## src/rtl/argmin_seq_ctrl.sv

```systemverilog
// Sequential arg-min controller: streams up to 8 candidates through one
// shared comparator and returns the smallest value with its arrival index.

// Two-input min selector carrying ids; picks data1 only when strictly smaller
// so that on a tie the running best (earlier arrival) is kept.
module cmp_with_id #(
  parameter int W = 14
) (
  input  logic [W-1:0] i_data1,
  input  logic [2:0]   i_id1,
  input  logic [W-1:0] i_data2,
  input  logic [2:0]   i_id2,
  output logic [W-1:0] o_small_data,
  output logic [2:0]   o_small_id
);
  logic w_take1;

  assign w_take1      = (i_data1 < i_data2);
  assign o_small_data = w_take1 ? i_data1 : i_data2;
  assign o_small_id   = w_take1 ? i_id1   : i_id2;
endmodule

module argmin_seq_ctrl #(
  parameter int ADDW = 14
) (
  input  logic            i_clk,
  input  logic            i_rst,
  input  logic            i_start,
  input  logic [2:0]      i_num,
  input  logic            i_in_valid,
  input  logic [ADDW-1:0] i_in_data,
  output logic            o_in_ready,
  output logic            o_out_valid,
  input  logic            i_out_ready,
  output logic [ADDW-1:0] o_out_data,
  output logic [2:0]      o_out_id,
  output logic            o_busy
);
  localparam logic [1:0] ST_IDLE   = 2'd0;
  localparam logic [1:0] ST_FIRST  = 2'd1;
  localparam logic [1:0] ST_SCAN   = 2'd2;
  localparam logic [1:0] ST_RESULT = 2'd3;

  logic [1:0]      r_state;
  logic [2:0]      r_idx;
  logic [2:0]      r_last_idx;
  logic [ADDW-1:0] r_best_data;
  logic [2:0]      r_best_id;
  logic            r_in_ready;
  logic            r_out_valid;
  logic            r_busy;
  logic [ADDW-1:0] r_out_data;
  logic [2:0]      r_out_id;

  logic [1:0]      w_next_state;
  logic [2:0]      w_next_idx;
  logic [2:0]      w_next_last_idx;
  logic [ADDW-1:0] w_next_best_data;
  logic [2:0]      w_next_best_id;
  logic            w_accept;
  logic [ADDW-1:0] w_small_data;
  logic [2:0]      w_small_id;

  // in_ready is a registered copy of "state is FIRST or SCAN"
  assign w_accept = i_in_valid & r_in_ready;

  cmp_with_id #(.W(ADDW)) u_cmp (
    .i_data1      (i_in_data),
    .i_id1        (r_idx),
    .i_data2      (r_best_data),
    .i_id2        (r_best_id),
    .o_small_data (w_small_data),
    .o_small_id   (w_small_id)
  );

  // Next-state and datapath update decode for the search FSM
  always_comb begin
    w_next_state     = r_state;
    w_next_idx       = r_idx;
    w_next_last_idx  = r_last_idx;
    w_next_best_data = r_best_data;
    w_next_best_id   = r_best_id;
    case (r_state)
      ST_IDLE: begin
        if (i_start) begin
          w_next_last_idx = i_num;
          w_next_idx      = 3'd0;
          w_next_state    = ST_FIRST;
        end else begin
          w_next_state = ST_IDLE;
        end
      end
      ST_FIRST: begin
        // First beat seeds the running best directly; comparator bypassed
        if (w_accept) begin
          w_next_best_data = i_in_data;
          w_next_best_id   = 3'd0;
          if (r_last_idx == 3'd0) begin
            w_next_state = ST_RESULT;
          end else begin
            w_next_idx   = 3'd1;
            w_next_state = ST_SCAN;
          end
        end else begin
          w_next_state = ST_FIRST;
        end
      end
      ST_SCAN: begin
        if (w_accept) begin
          w_next_best_data = w_small_data;
          w_next_best_id   = w_small_id;
          if (r_idx == r_last_idx) begin
            w_next_state = ST_RESULT;
          end else begin
            w_next_idx   = r_idx + 3'd1;
            w_next_state = ST_SCAN;
          end
        end else begin
          w_next_state = ST_SCAN;
        end
      end
      ST_RESULT: begin
        // start is deliberately not looked at here, even during the handshake
        if (i_out_ready) begin
          w_next_state = ST_IDLE;
        end else begin
          w_next_state = ST_RESULT;
        end
      end
      default: begin
        w_next_state = ST_IDLE;
      end
    endcase
  end

  // FSM state, beat counter and running-best registers
  always_ff @(posedge i_clk or posedge i_rst) begin
    if (i_rst) begin
      r_state     <= ST_IDLE;
      r_idx       <= 3'd0;
      r_last_idx  <= 3'd0;
      r_best_data <= {ADDW{1'b0}};
      r_best_id   <= 3'd0;
    end else begin
      r_state     <= w_next_state;
      r_idx       <= w_next_idx;
      r_last_idx  <= w_next_last_idx;
      r_best_data <= w_next_best_data;
      r_best_id   <= w_next_best_id;
    end
  end

  // Registered outputs decoded from the next state; result captured on entry
  // to RESULT and then held until the following search completes
  always_ff @(posedge i_clk or posedge i_rst) begin
    if (i_rst) begin
      r_in_ready  <= 1'b0;
      r_out_valid <= 1'b0;
      r_busy      <= 1'b0;
      r_out_data  <= {ADDW{1'b0}};
      r_out_id    <= 3'd0;
    end else begin
      r_in_ready  <= (w_next_state == ST_FIRST) || (w_next_state == ST_SCAN);
      r_out_valid <= (w_next_state == ST_RESULT);
      r_busy      <= (w_next_state != ST_IDLE);
      if ((w_next_state == ST_RESULT) && (r_state != ST_RESULT)) begin
        r_out_data <= w_next_best_data;
        r_out_id   <= w_next_best_id;
      end else begin
        r_out_data <= r_out_data;
        r_out_id   <= r_out_id;
      end
    end
  end

  assign o_in_ready  = r_in_ready;
  assign o_out_valid = r_out_valid;
  assign o_busy      = r_busy;
  assign o_out_data  = r_out_data;
  assign o_out_id    = r_out_id;
endmodule

```

## config.mk

```make
export PLATFORM = sky130hd
export DESIGN_NAME = argmin_seq_ctrl
export DESIGN_NICKNAME = d
export VERILOG_FILES = /design/src/rtl/argmin_seq_ctrl.sv
export SDC_FILE = /design/constraint.sdc
export NUM_CORES = 1
export LEC_CHECK = 0
export ABC_AREA = 1
export BUFFER_PORTS_ARGS = -buffer_cell sky130_fd_sc_hd__buf_2
export CAP_MARGIN = 20
export CORE_MARGIN = 3
export CORE_UTILIZATION = 51
export CTS_CLUSTER_DIAMETER = 100
export CTS_CLUSTER_SIZE = 10
export DETAILED_ROUTE_END_ITERATION = 8
export GPL_TIMING_DRIVEN = 0
export PLACE_DENSITY = 0.76
export SLEW_MARGIN = 20
export SYNTH_ARGS = -nofsm -noshare
export SYNTH_HDL_FRONTEND = slang
export SYNTH_SLANG_ARGS = --single-unit
```

## constraint.sdc

```tcl
create_clock -name i_clk -period 3.5 [get_ports i_clk]
set_clock_uncertainty 0.15 [all_clocks]
set_input_delay 0 -clock i_clk [delete_from_list [all_inputs] [get_ports i_clk]]
set_output_delay 0 -clock i_clk [all_outputs]
set_load 0.03 [all_outputs]
```

# Word-level counts from Yosys, hierarchy flattened
# Cells that the tools add are included.
# word_totals
regBits,45
input_bits,22
out_inout_bits,20
# classes
n_addsub,1
magnitude_cmp,1
eq_ne,13
muxes,21
bitwise,1
n_reduce_logical,8
# op_table
cell,count
2-to-1 mux 14 bit,3
case mux 14 bit (2 select lines),1
2-to-1 mux 3 bit,8
< comparator 14 bit,1
inequality test 2 bit (second input constant),6
case mux 3 bit (3 select lines),1
== test 2 bit (second input constant),4
case mux 2 bit (4 select lines),1
2-to-1 mux 2 bit,3
case mux 3 bit (2 select lines),1
AND reduction 6 bit,1
== test 2 x 1 -> 1 bit (second input constant),2
adder 3 x 1 -> 3 bit (second input constant),1
== test 3 bit,1
zero test 3 bit,1
2-to-1 mux 1 bit,3
nonzero test 3 bit,1
zero test 2 bit,1
AND reduction 2 bit,1
nonzero test 2 bit,1
bitwise AND 1 bit,1
logical AND 1 bit,1
logical OR 1 bit,1

# Logic depth before layout (Yosys ltp)
# Gate-level depths: netlist of run 1.
# depth
word_depth,6
ltp_mapped,14

# By module
# From an unflattened synthesis of run 1, not the netlist that was laid out.
# hier_totals
hier_cells,372
hier_area_um2,2895.3
# by_module_without_submodules
module,n_inst,cells_per_inst,area_per_inst_um2
argmin_seq_ctrl,1,250,2252.2
cmp_with_id,1,122,643.1

# Worst setup path after synthesis of run 1
# Ideal clock, no wire load.
# synth_timing
path_type,register -> register
start,reg r_state[1]
end,"reg r_out_data[0], in the netlist o_out_data[0]"
setup_ns,0.066
arrival_time_ns,2.182
slack_ns,1.103
stages_incl_launch_ff,14
path_buffers,2
period_less_slack_ns,2.397
path_cell_list,dfrtp_1 > inv_1 > ha_1 > inv_1 > nor2_1 > buf_2 > inv_1 > a31oi_1 > ha_1 > nand2_1 > clkinv_1 > buf_2 > nand3_1 > nand2_1
# synth_via
elab_chain_cells,4
word_cells_on_any_way,9
# synth_rtl
element,line,rtl
from (decl),44,logic [1:0] r_state;
from (signal assigned),145,r_state <= w_next_state;
== test 2 bit (tied with other cells),83,case (r_state)
case mux 2 bit (4 select lines) (*),83,
net w_next_state[1],55,logic [1:0] w_next_state;
== test 2 bit (*),166,if ((w_next_state == ST_RESULT) && (r_state != ST_RESULT)) begin
logical AND 1 bit (*),166,
to (signal assigned),160,r_out_data <= {ADDW{1'b0}};
to (signal assigned),167,r_out_data <= w_next_best_data;
to (signal assigned),170,r_out_data <= r_out_data;
to (decl),52,logic [ADDW-1:0] r_out_data;
# Mark *: on every way through the listed nets, which the timed path passes. The rest lies on a longest branch.
# A chain may end at the register's enable or synchronous reset.

# Final worst setup path of run 1
# Ends and elaborated chain as after synthesis.

==> flow_metrics.tcl, run 1 <==
set metrics [dict create \
    powerDensity_mw_per_mm2 877 \
    dr.first_iter.drc_count 171 \
    hp-start "i_in_valid" \
    setup_violations 0 \
    worstReg2RegStart "r_state[1]$_DFF_PP0_" \
    clkTransAtPathRegs_ns 0.08 \
    die-area_mm2 0.00679 \
    crit_fanout 10 \
    wire_per_inst_um 13.2 \
    place_area_mm2 0.00329 \
    hold_viol 0 \
    antenna_left 0 \
    synth-xor-area-share_pct 0.882 \
    antenna_found_initial 0 \
    multiInputGateArea_mm2 0.00153 \
    antenna_cells 0 \
    synth_fa_ha_area_share_pct 8.40 \
    maxCapViolCount 0 \
    grt_pass1_vias 2559 \
    yosys_warnings 0 \
    cts.sink_count 45 \
    core_mm2 0.00557 \
    layout.area.seq_mm2 0.00113 \
    yosys.cell_types.count 29 \
    clock_latency_ns 0.31 \
    rsz0062_at_grt "false" \
    area_growth_pct 22.0 \
    cts_root_buf "clkbuf_8" \
    drcViolationCount 0 \
    layout.nets 498 \
    tns_ns 0 \
    die_x_um 82.4 \
    drive_gt1_share_pct 18.2 \
    io_pins 42 \
    hold_end "r_state[0]$_DFF_PP0_" \
    yosys-top-cells-area "dfrtp_1 38%, nand2_1 14%, ha_1 8.4%" \
    grt_first_pass_wirelength_um 11800 \
    die_y_um 82.4 \
    synth_top_area_share_pct 37.8 \
    arrival_ns 3.37 \
    initial_core_util_pct 53.4 \
    gp_congestion 0.838 \
    rr_endpoint "o_out_data[0]$_DFFE_PP0P_" \
    syn-num-nets 423 \
    yosys.area.top_type "dfrtp_1" \
    vias_per_cell 5.08 \
    worst_pin_slew_ns 0.587 \
    slew-limit-headroom_pct 60.9 \
    totalWireLength_um 6990 \
    required_ns 3.59 \
    fin_crit_ns 3.27 \
    numCtsBuffers 5 \
    synth_common_cells "109 x nand2_1, 61 x inv_1, 45 x dfrtp_1" \
    n_fill_cell 482 \
    clock.fmax_mhz 306 \
    numPortBuffers 41 \
    startpoint "r_state[1]$_DFF_PP0_" \
    syn_area_mm2 0.00298 \
    grt_overflow 0 \
    cts_tree "built" \
    synthArstFlopShare_pct 100 \
    cts_resized 0 \
    slew_violations 0 \
    fp-row-count 27 \
    clk_path_buf_depth 2 \
    postLayoutCellArea_mm2 0.00363 \
    vias 2687 \
    htreeDepth 2 \
    cellLeakagePower_nw 1.95 \
    reg2regPathDepth 13 \
    synth_compound_area_share_pct 10.7 \
    holdPathStages 5 \
    ys_seq_elements 45 \
    first_pass_iters 4 \
    yosysSeqAreaShare_pct 37.8 \
    hold_path.class "primary input to flip-flop" \
    outcome "finished, final reports clean" \
    grt_max_degree 27 \
    critPathKind "flip-flop to flip-flop" \
    start_kind "flip-flop" \
    dp_hpwl_um 4950 \
    r2r_slack_ns 0.23 \
    yosysMostFrequentCell "nand2_1" \
    cp-end-kind "flip-flop" \
    ys_dominant_reg_cell "dfrtp_1" \
    synth-simple-area-share_pct 31.4 \
    fin_crit_sh_pct 93.5 \
    synth_top_family_by_area "simple AND/OR/NAND/NOR gates" \
    muxShareOfSynthArea_pct 0 \
    syn_inst 381 \
    syn_avg_cell_area_um2 7.82 \
    grt_use_total_pct 22.6 \
    irDropWorstVdd_v 0.000377 \
    synth_edf_count 0 \
]
critical path, stage by stage, from the launching register on:
cell and delay, ns:
dfrtp_1 0.41, inv_1 0.09, ha_1 0.20, inv_1 0.08
nor2_1 0.37, buf_2 0.35, inv_1 0.07, a31oi_1 0.25
ha_1 0.23, nand2_1 0.24, clkinv_1 0.27, buf_2 0.28
nand3_1 0.13, nand2_1 0.07
where the power goes:
part           total, W  internal (W)  switching, W
clock          0.000323      0.000142      0.000180
combinational   0.00201      0.000729       0.00128
sequential     0.000855      0.000741      0.000114
state kept, by name, indices dropped and copies added (netlist names):
signal,flops
o_busy,1
o_in_ready,1
o_out_data,14
o_out_id,3
o_out_valid,1
r_best_data,14
r_best_id,3
r_idx,3
r_last_idx,3
r_state,2
routing by layer:
| metal | up-vias | GRT usage (%) | wire length, um |
|---|---|---|---|
| met1 | 1249 | 30.3 | 3180 |
| met3 | 10 | 3.90 | 345 |
| met2 | 57 | 36.9 | 3370 |
| met5 | - | 0 | 0 |
| li1 | 1371 | - | - |
| met4 | 0 | 7.14 | 93 |
layout by cell type (no fill, tap or decap), drive strengths merged:
| cell | Yosys | final |
|---|---|---|
| a21boi | 16 | 16 |
| a21oi | 6 | 6 |
| a221oi | 14 | 14 |
| a31oi | 1 | 1 |
| buf | 6 | 48 |
| clkbuf | 6 | 14 |
| clkinv | 1 | 1 |
| dfrtp | 45 | 45 |
| dlygate4sd3 | 0 | 26 |
| ha | 20 | 20 |
| inv | 63 | 63 |
| nand2 | 122 | 122 |
| nand3 | 51 | 51 |
| nor2 | 14 | 14 |
| nor3 | 5 | 5 |
| o21ai | 8 | 8 |
| xnor2 | 3 | 3 |
worst max-delay path by stage:
stage                     slack, ns                         to
final                          0.23  o_out_data[0]$_DFFE_PP0P_
after detailed placement       0.26  o_out_data[0]$_DFFE_PP0P_
after CTS                      0.26  o_out_data[1]$_DFFE_PP0P_
after floorplan                1.10  o_out_data[0]$_DFFE_PP0P_
after global placement         0.31  o_out_data[1]$_DFFE_PP0P_
after global routing          0.002  o_out_data[0]$_DFFE_PP0P_
cell type report:
| type | count | share of cell area, % |
|---|---|---|
| multi-input combinational | 260 | 42.1 |
| sequential | 45 | 31.0 |
| timing repair buffer | 68 | 13.4 |
| inverter | 64 | 6.61 |
| tap | 72 | 2.48 |
| clock buffer | 8 | 2.20 |
| buffer | 12 | 2.20 |
logic make-up after synthesis:
logic type                 Yosys count
adders and majority gates           20
DFF                                 45
and+or+nand+nor                    192
xor gates and xnor gates             3
AOI/OAI and AO/OA                   45
buffers and inverters               76
metrics by stage:
stage               worst slack (ns)  utilization (%)  hold slack (ns)  total power (W)  std cells
CTS                            0.258             65.2           0.0219          0.00319        529
finish                         0.227             65.2           0.0248          0.00319        529
global placement               0.313             58.7           0.0957          0.00273        494
floorplan                       1.10                -          0.00865          0.00236        381
detailed placement             0.264             59.1           -0.108          0.00281        495
global route                 0.00208             65.2           0.0703          0.00351        529
timing repair:
| item | in CTS | in global routing |
|---|---|---|
| endpoints found under the hold margin | 76 | 0 |
| buffers inserted | 0 | 0 |
| hold buffers | 26 | 0 |
Note: power is estimated with default switching activity, not from simulation.
==> inputs of run 2 (changes only) <==
--- a/config.mk
+++ b/config.mk
@@ -10,6 +10,7 @@
 export CAP_MARGIN = 20
 export CORE_MARGIN = 3
 export CORE_UTILIZATION = 51
+export CTS_BUF_LIST = sky130_fd_sc_hd__clkbuf_4
 export CTS_CLUSTER_DIAMETER = 100
 export CTS_CLUSTER_SIZE = 10
 export DETAILED_ROUTE_END_ITERATION = 8
==> flow_metrics.tcl, run 2 (synthesis gave the netlist of run 1 again) <==
set metrics [dict create \
    clock_latency_ns 0.36 \
    cts.sink_count 45 \
    layout_commonest_cell "nand2_1" \
    clk_path_buf_depth 2 \
    dr.first_iter.drc_count 154 \
    crit_fanout 10 \
    irDropWorstVdd_v 0.000395 \
    worst_pin_slew_ns 0.570 \
    cp-end-kind "flip-flop" \
    layout_common_cells "109 x nand2_1, 60 x inv_1, 45 x dfrtp_1" \
    initial_core_util_pct 53.4 \
    grt_max_degree 27 \
    drcViolationCount 0 \
    grt_overflow 0 \
    rsz0062_at_grt "false" \
    cts_setup_buffers 0 \
    r2r_slack_ns 0.34 \
    die-area_mm2 0.00679 \
    die_x_um 82.4 \
    maxCapViolCount 0 \
    cts_tree "built" \
    layout.nets 500 \
    clkTransAtPathRegs_ns 0.13 \
    powerDensity_mw_per_mm2 871 \
    dp_hpwl_um 4950 \
    hold_path.class "primary input to async pin" \
    vias 2703 \
    critPathKind "flip-flop to flip-flop" \
    outcome "finished, final reports clean" \
    wire_per_inst_um 13.3 \
    antenna_found_initial 0 \
    drive_gt1_share_pct 19.0 \
    start_kind "flip-flop" \
    fin_crit_ns 3.16 \
    area_growth_pct 22.1 \
    htreeDepth 2 \
    postLayoutCellArea_mm2 0.00364 \
    rr_endpoint "o_out_data[1]$_DFFE_PP0P_" \
    grt_pass1_vias 2604 \
    io_pins 42 \
    place_area_mm2 0.00329 \
    grt_use_total_pct 22.9 \
    slew_violations 0 \
    grt_first_pass_wirelength_um 12000 \
    core_mm2 0.00557 \
    required_ns 3.65 \
    clock.fmax_mhz 316 \
    gp_congestion 0.838 \
    antenna_cells 0 \
    numCtsBuffers 5 \
    hold_viol 0 \
    reg2regPathDepth 13 \
    die_y_um 82.4 \
    setup_violations 0 \
    cts_root_buf "clkbuf_4" \
    antenna_left 0 \
    first_pass_iters 5 \
    totalWireLength_um 7090 \
    numPortBuffers 41 \
    vias_per_cell 5.09 \
    slew-limit-headroom_pct 62.0 \
    startpoint "r_state[1]$_DFF_PP0_" \
    cellLeakagePower_nw 1.96 \
    fp-row-count 27 \
    arrival_ns 3.31 \
    worstReg2RegStart "r_state[1]$_DFF_PP0_" \
    tns_ns 0 \
    fin_crit_sh_pct 90.3 \
]
## run 2: repair_timing
item	4_1_cts	5_1_grt
setup endpoints to repair	0	7
gates resized for setup	0	1
hold buffers	28	0
hold endpoints to repair	80	0
## run 2: worst max path at each step
stage                           endpoint  depth (start not counted)
6_report       o_out_data[1]$_DFFE_PP0P_                         13
5_1_grt        o_out_data[0]$_DFFE_PP0P_                         13
4_1_cts        o_out_data[1]$_DFFE_PP0P_                         13
3_5_place_dp   o_out_data[0]$_DFFE_PP0P_                         13
3_3_place_gp   o_out_data[1]$_DFFE_PP0P_                         13
2_1_floorplan  o_out_data[0]$_DFFE_PP0P_                         13
## run 2: final cells by class
cell class                 count  area (um2)
multi-input combinational    260        1530
inverter                      64         240
timing repair buffer          70         505
sequential                    45        1130
buffer                        12        80.1
tap                           72        90.1
clock buffer                   8        60.1
fill                         481        1940
## run 2: stage by stage
stage | cells | hold WS (ns) | utilization [%] | worst slack, ns | power [W]
finish | 531 | 0.0440 | 65.2 | 0.340 | 0.00317
detailed placement | 495 | -0.108 | 59.1 | 0.264 | 0.00281
global route | 531 | 0.0771 | 65.2 | 0.0758 | 0.00349
global placement | 494 | 0.0957 | 58.7 | 0.313 | 0.00273
floorplan | 381 | 0.00865 | - | 1.10 | 0.00236
CTS | 531 | 0.0319 | 65.2 | 0.229 | 0.00315
## run 2: worst max-delay path: stages, from the launching register on
cell	delay, ns
dfrtp_1	0.43
inv_1	0.08
ha_1	0.20
inv_1	0.09
nor2_2	0.27
buf_2	0.32
inv_1	0.07
a31oi_1	0.26
ha_1	0.24
nand2_1	0.23
clkinv_1	0.26
buf_2	0.28
nand3_1	0.13
nand2_1	0.08
## run 2: layer usage
layer | part of all wire, % | track usage, % | vias to the layer above
met3 | 5.4 | 4.34 | 12
li1 | - | - | 1378
met2 | 49 | 36.9 | 65
met1 | 44 | 30.2 | 1248
met5 | 0 | 0 | -
met4 | 1.8 | 9.30 | 0
## run 2: power breakdown
part           internal [W]  switching, W
Clock              0.000104      0.000173
Sequential         0.000739      0.000115
Combinational      0.000743       0.00129
Total               0.00159       0.00158
==> inputs of run 3 (changes only) <==
--- a/config.mk
+++ b/config.mk
@@ -19,4 +19,5 @@
 export SLEW_MARGIN = 20
 export SYNTH_ARGS = -nofsm -noshare
 export SYNTH_HDL_FRONTEND = slang
+export SYNTH_HIERARCHICAL = 1
 export SYNTH_SLANG_ARGS = --single-unit
==> flow_metrics.tcl, run 3 <==
set metrics [dict create \
    syn_area_mm2 0.00290 \
    area_growth_pct 23.6 \
    hold_end "o_out_data[10]$_DFFE_PP0P_" \
    cts_resized 0 \
    yosys.cell_types.count 26 \
    dr.first_iter.drc_count 219 \
    clkTransAtPathRegs_ns 0.14 \
    irDropWorstVdd_v 0.000420 \
    vias_per_cell 5.00 \
    hp-start "o_out_data[10]$_DFFE_PP0P_" \
    antenna_left 0 \
    yosysSeqAreaShare_pct 38.9 \
    cp-end-kind "flip-flop" \
    dp_hpwl_um 4850 \
    layout_common_cells "140 x nand2_1, 47 x buf_2, 45 x dfrtp_1" \
    powerDensity_mw_per_mm2 822 \
    clock.fmax_mhz 329 \
    antenna_cells 0 \
    n_fill_cell 438 \
    layout.nets 492 \
    fp-row-count 26 \
    synth_top_family_by_area "simple AND/OR/NAND/NOR gates" \
    layout_commonest_cell "nand2_1" \
    wire_per_inst_um 13.6 \
    gp_congestion 0.813 \
    die-area_mm2 0.00662 \
    required_ns 3.62 \
    r2r_slack_ns 0.46 \
    crit_fanout 10 \
    ys_dominant_reg_cell "dfrtp_1" \
    io_pins 42 \
    yosys-top-cells-area "dfrtp_1 39%, nand2_1 18%, ha_1 8.6%" \
    holdPathStages 2 \
    grt_use_total_pct 23.3 \
    first_pass_iters 4 \
    grt_pass1_vias 2430 \
    tns_ns 0 \
    synth_top_area_share_pct 38.9 \
    muxShareOfSynthArea_pct 0 \
    rsz0062_at_grt "false" \
    synth-simple-area-share_pct 35.3 \
    synth_edf_count 0 \
    synth_compound_area_share_pct 7.22 \
    setup_violations 0 \
    cellLeakagePower_nw 2.02 \
    worst_pin_slew_ns 0.406 \
    htreeDepth 2 \
    slew-limit-headroom_pct 72.9 \
    totalWireLength_um 7060 \
    syn-num-nets 414 \
    hold_path.class "flip-flop to flip-flop" \
    yosys_warnings 6 \
    worstReg2RegStart "r_best_data[13]$_DFF_PP0_" \
    outcome "finished, final reports clean" \
    clk_path_buf_depth 2 \
    rr_endpoint "o_out_data[8]$_DFFE_PP0P_" \
    cts_root_buf "clkbuf_4" \
    fin_crit_sh_pct 86.8 \
    drcViolationCount 0 \
    ys_seq_elements 45 \
    start_kind "flip-flop" \
    synth_common_cells "140 x nand2_1, 45 x dfrtp_1, 39 x inv_1, 39 x nand3_1, 20 x ha_1" \
    grt_first_pass_wirelength_um 11600 \
    maxCapViolCount 0 \
    syn_inst 372 \
    die_x_um 81.3 \
    yosys.area.top_type "dfrtp_1" \
    grt_overflow 0 \
    synthArstFlopShare_pct 100 \
    vias 2605 \
    reg2regPathDepth 17 \
    clock_latency_ns 0.37 \
    numPortBuffers 41 \
    critPathKind "flip-flop to flip-flop" \
    cts_hold_buf 29 \
    synth-xor-area-share_pct 0.303 \
    synth_fa_ha_area_share_pct 8.64 \
    initial_core_util_pct 54.6 \
    numCtsBuffers 5 \
    syn_avg_cell_area_um2 7.78 \
    grt_max_degree 29 \
    yosysMostFrequentCell "nand2_1" \
    core_mm2 0.00530 \
    worst_hold_slack_ns 0.342 \
    cts.sink_count 45 \
    die_y_um 81.3 \
    arrival_ns 3.16 \
    cts_tree "built" \
    hold_viol 0 \
    fin_crit_ns 3.04 \
    cts_setup_buffers 0 \
    slew_violations 0 \
    antenna_found_initial 0 \
    drive_gt1_share_pct 21.5 \
]
[run 3: how the worst max path moves through the flow]
| stage | startpoint | slack [ns] | cells after the start | to |
|---|---|---|---|---|
| final | r_best_data[13]$_DFF_PP0_ | 0.46 | 17 | o_out_data[8]$_DFFE_PP0P_ |
| after floorplan | r_state[0]$_DFF_PP0_ | 1.24 | 16 | o_out_id[2]$_DFFE_PP0P_ |
| after global placement | r_state[0]$_DFF_PP0_ | 0.88 | 16 | o_out_id[2]$_DFFE_PP0P_ |
| after CTS | r_best_data[13]$_DFF_PP0_ | 0.49 | 17 | o_out_data[8]$_DFFE_PP0P_ |
| after global routing | r_best_data[13]$_DFF_PP0_ | 0.29 | 17 | o_out_data[8]$_DFFE_PP0P_ |
| after detailed placement | r_state[0]$_DFF_PP0_ | 0.82 | 16 | o_out_data[3]$_DFFE_PP0P_ |
[run 3: worst max-delay path, cell delays in order (launching register included)]
cell	delay, ns
dfrtp_1	0.44
inv_1	0.06
ha_1	0.28
nand2_1	0.11
nor2_2	0.06
nand2_1	0.05
nand3_1	0.10
nor2_4	0.26
nand2_4	0.13
buf_6	0.16
nand2_1	0.06
nand2_1	0.04
a22o_1	0.22
nand3_1	0.06
dlygate4sd3_1	0.55
nand2_1	0.08
nand2_1	0.06
nand2_1	0.05
[run 3: metrics by stage]
| step | setup WS [ns] | instance area, um2 | instances | total power [W] | utilization (%) |
|---|---|---|---|---|---|
| after floorplan | 1.24 | 2900 | 372 | 0.00214 | - |
| after global placement | 0.885 | 3190 | 483 | 0.00249 | 60.1 |
| after detailed placement | 0.824 | 3210 | 484 | 0.00254 | 60.5 |
| after CTS | 0.486 | 3580 | 521 | 0.00293 | 67.5 |
| after global routing | 0.291 | 3580 | 521 | 0.00317 | 67.5 |
| final | 0.460 | 3580 | 521 | 0.00294 | 67.5 |
[run 3: final cells by class]
cell class              instances  area (um2)  share of cell area [%]
plain buffers                  14         114                    3.18
clock buffers                   5        37.5                    1.05
clock inverters                 3        41.3                    1.15
inverters                      43         166                    4.65
multi-input cells             270        1490                    41.6
flip-flops and latches         45        1130                    31.5
well taps                      70        87.6                    2.45
repair buffers                 71         515                    14.4
[run 3: metal layers]
layer / global-route usage (%) / routed length, um
met5: 0 / 0
met4: 7.60 / 74
met3: 3.44 / 339
met2: 37.3 / 3300
met1: 32.2 / 3340
[run 3: kinds of logic (layout without fill, tap and decap cells)]
logic type	after synthesis	count (layout)
xor+xnor	1	1
compound gates	28	28
simple gates	221	221
fa+ha+maj	20	20
flops	45	45
buf+inv	57	136
[run 3: report_power, final]
part | switching [W] | internal (W)
Clock | 0.000173 | 0.000148
Sequential | 0.000137 | 0.000687
Combinational | 0.00114 | 0.000659
Total | 0.00145 | 0.00149
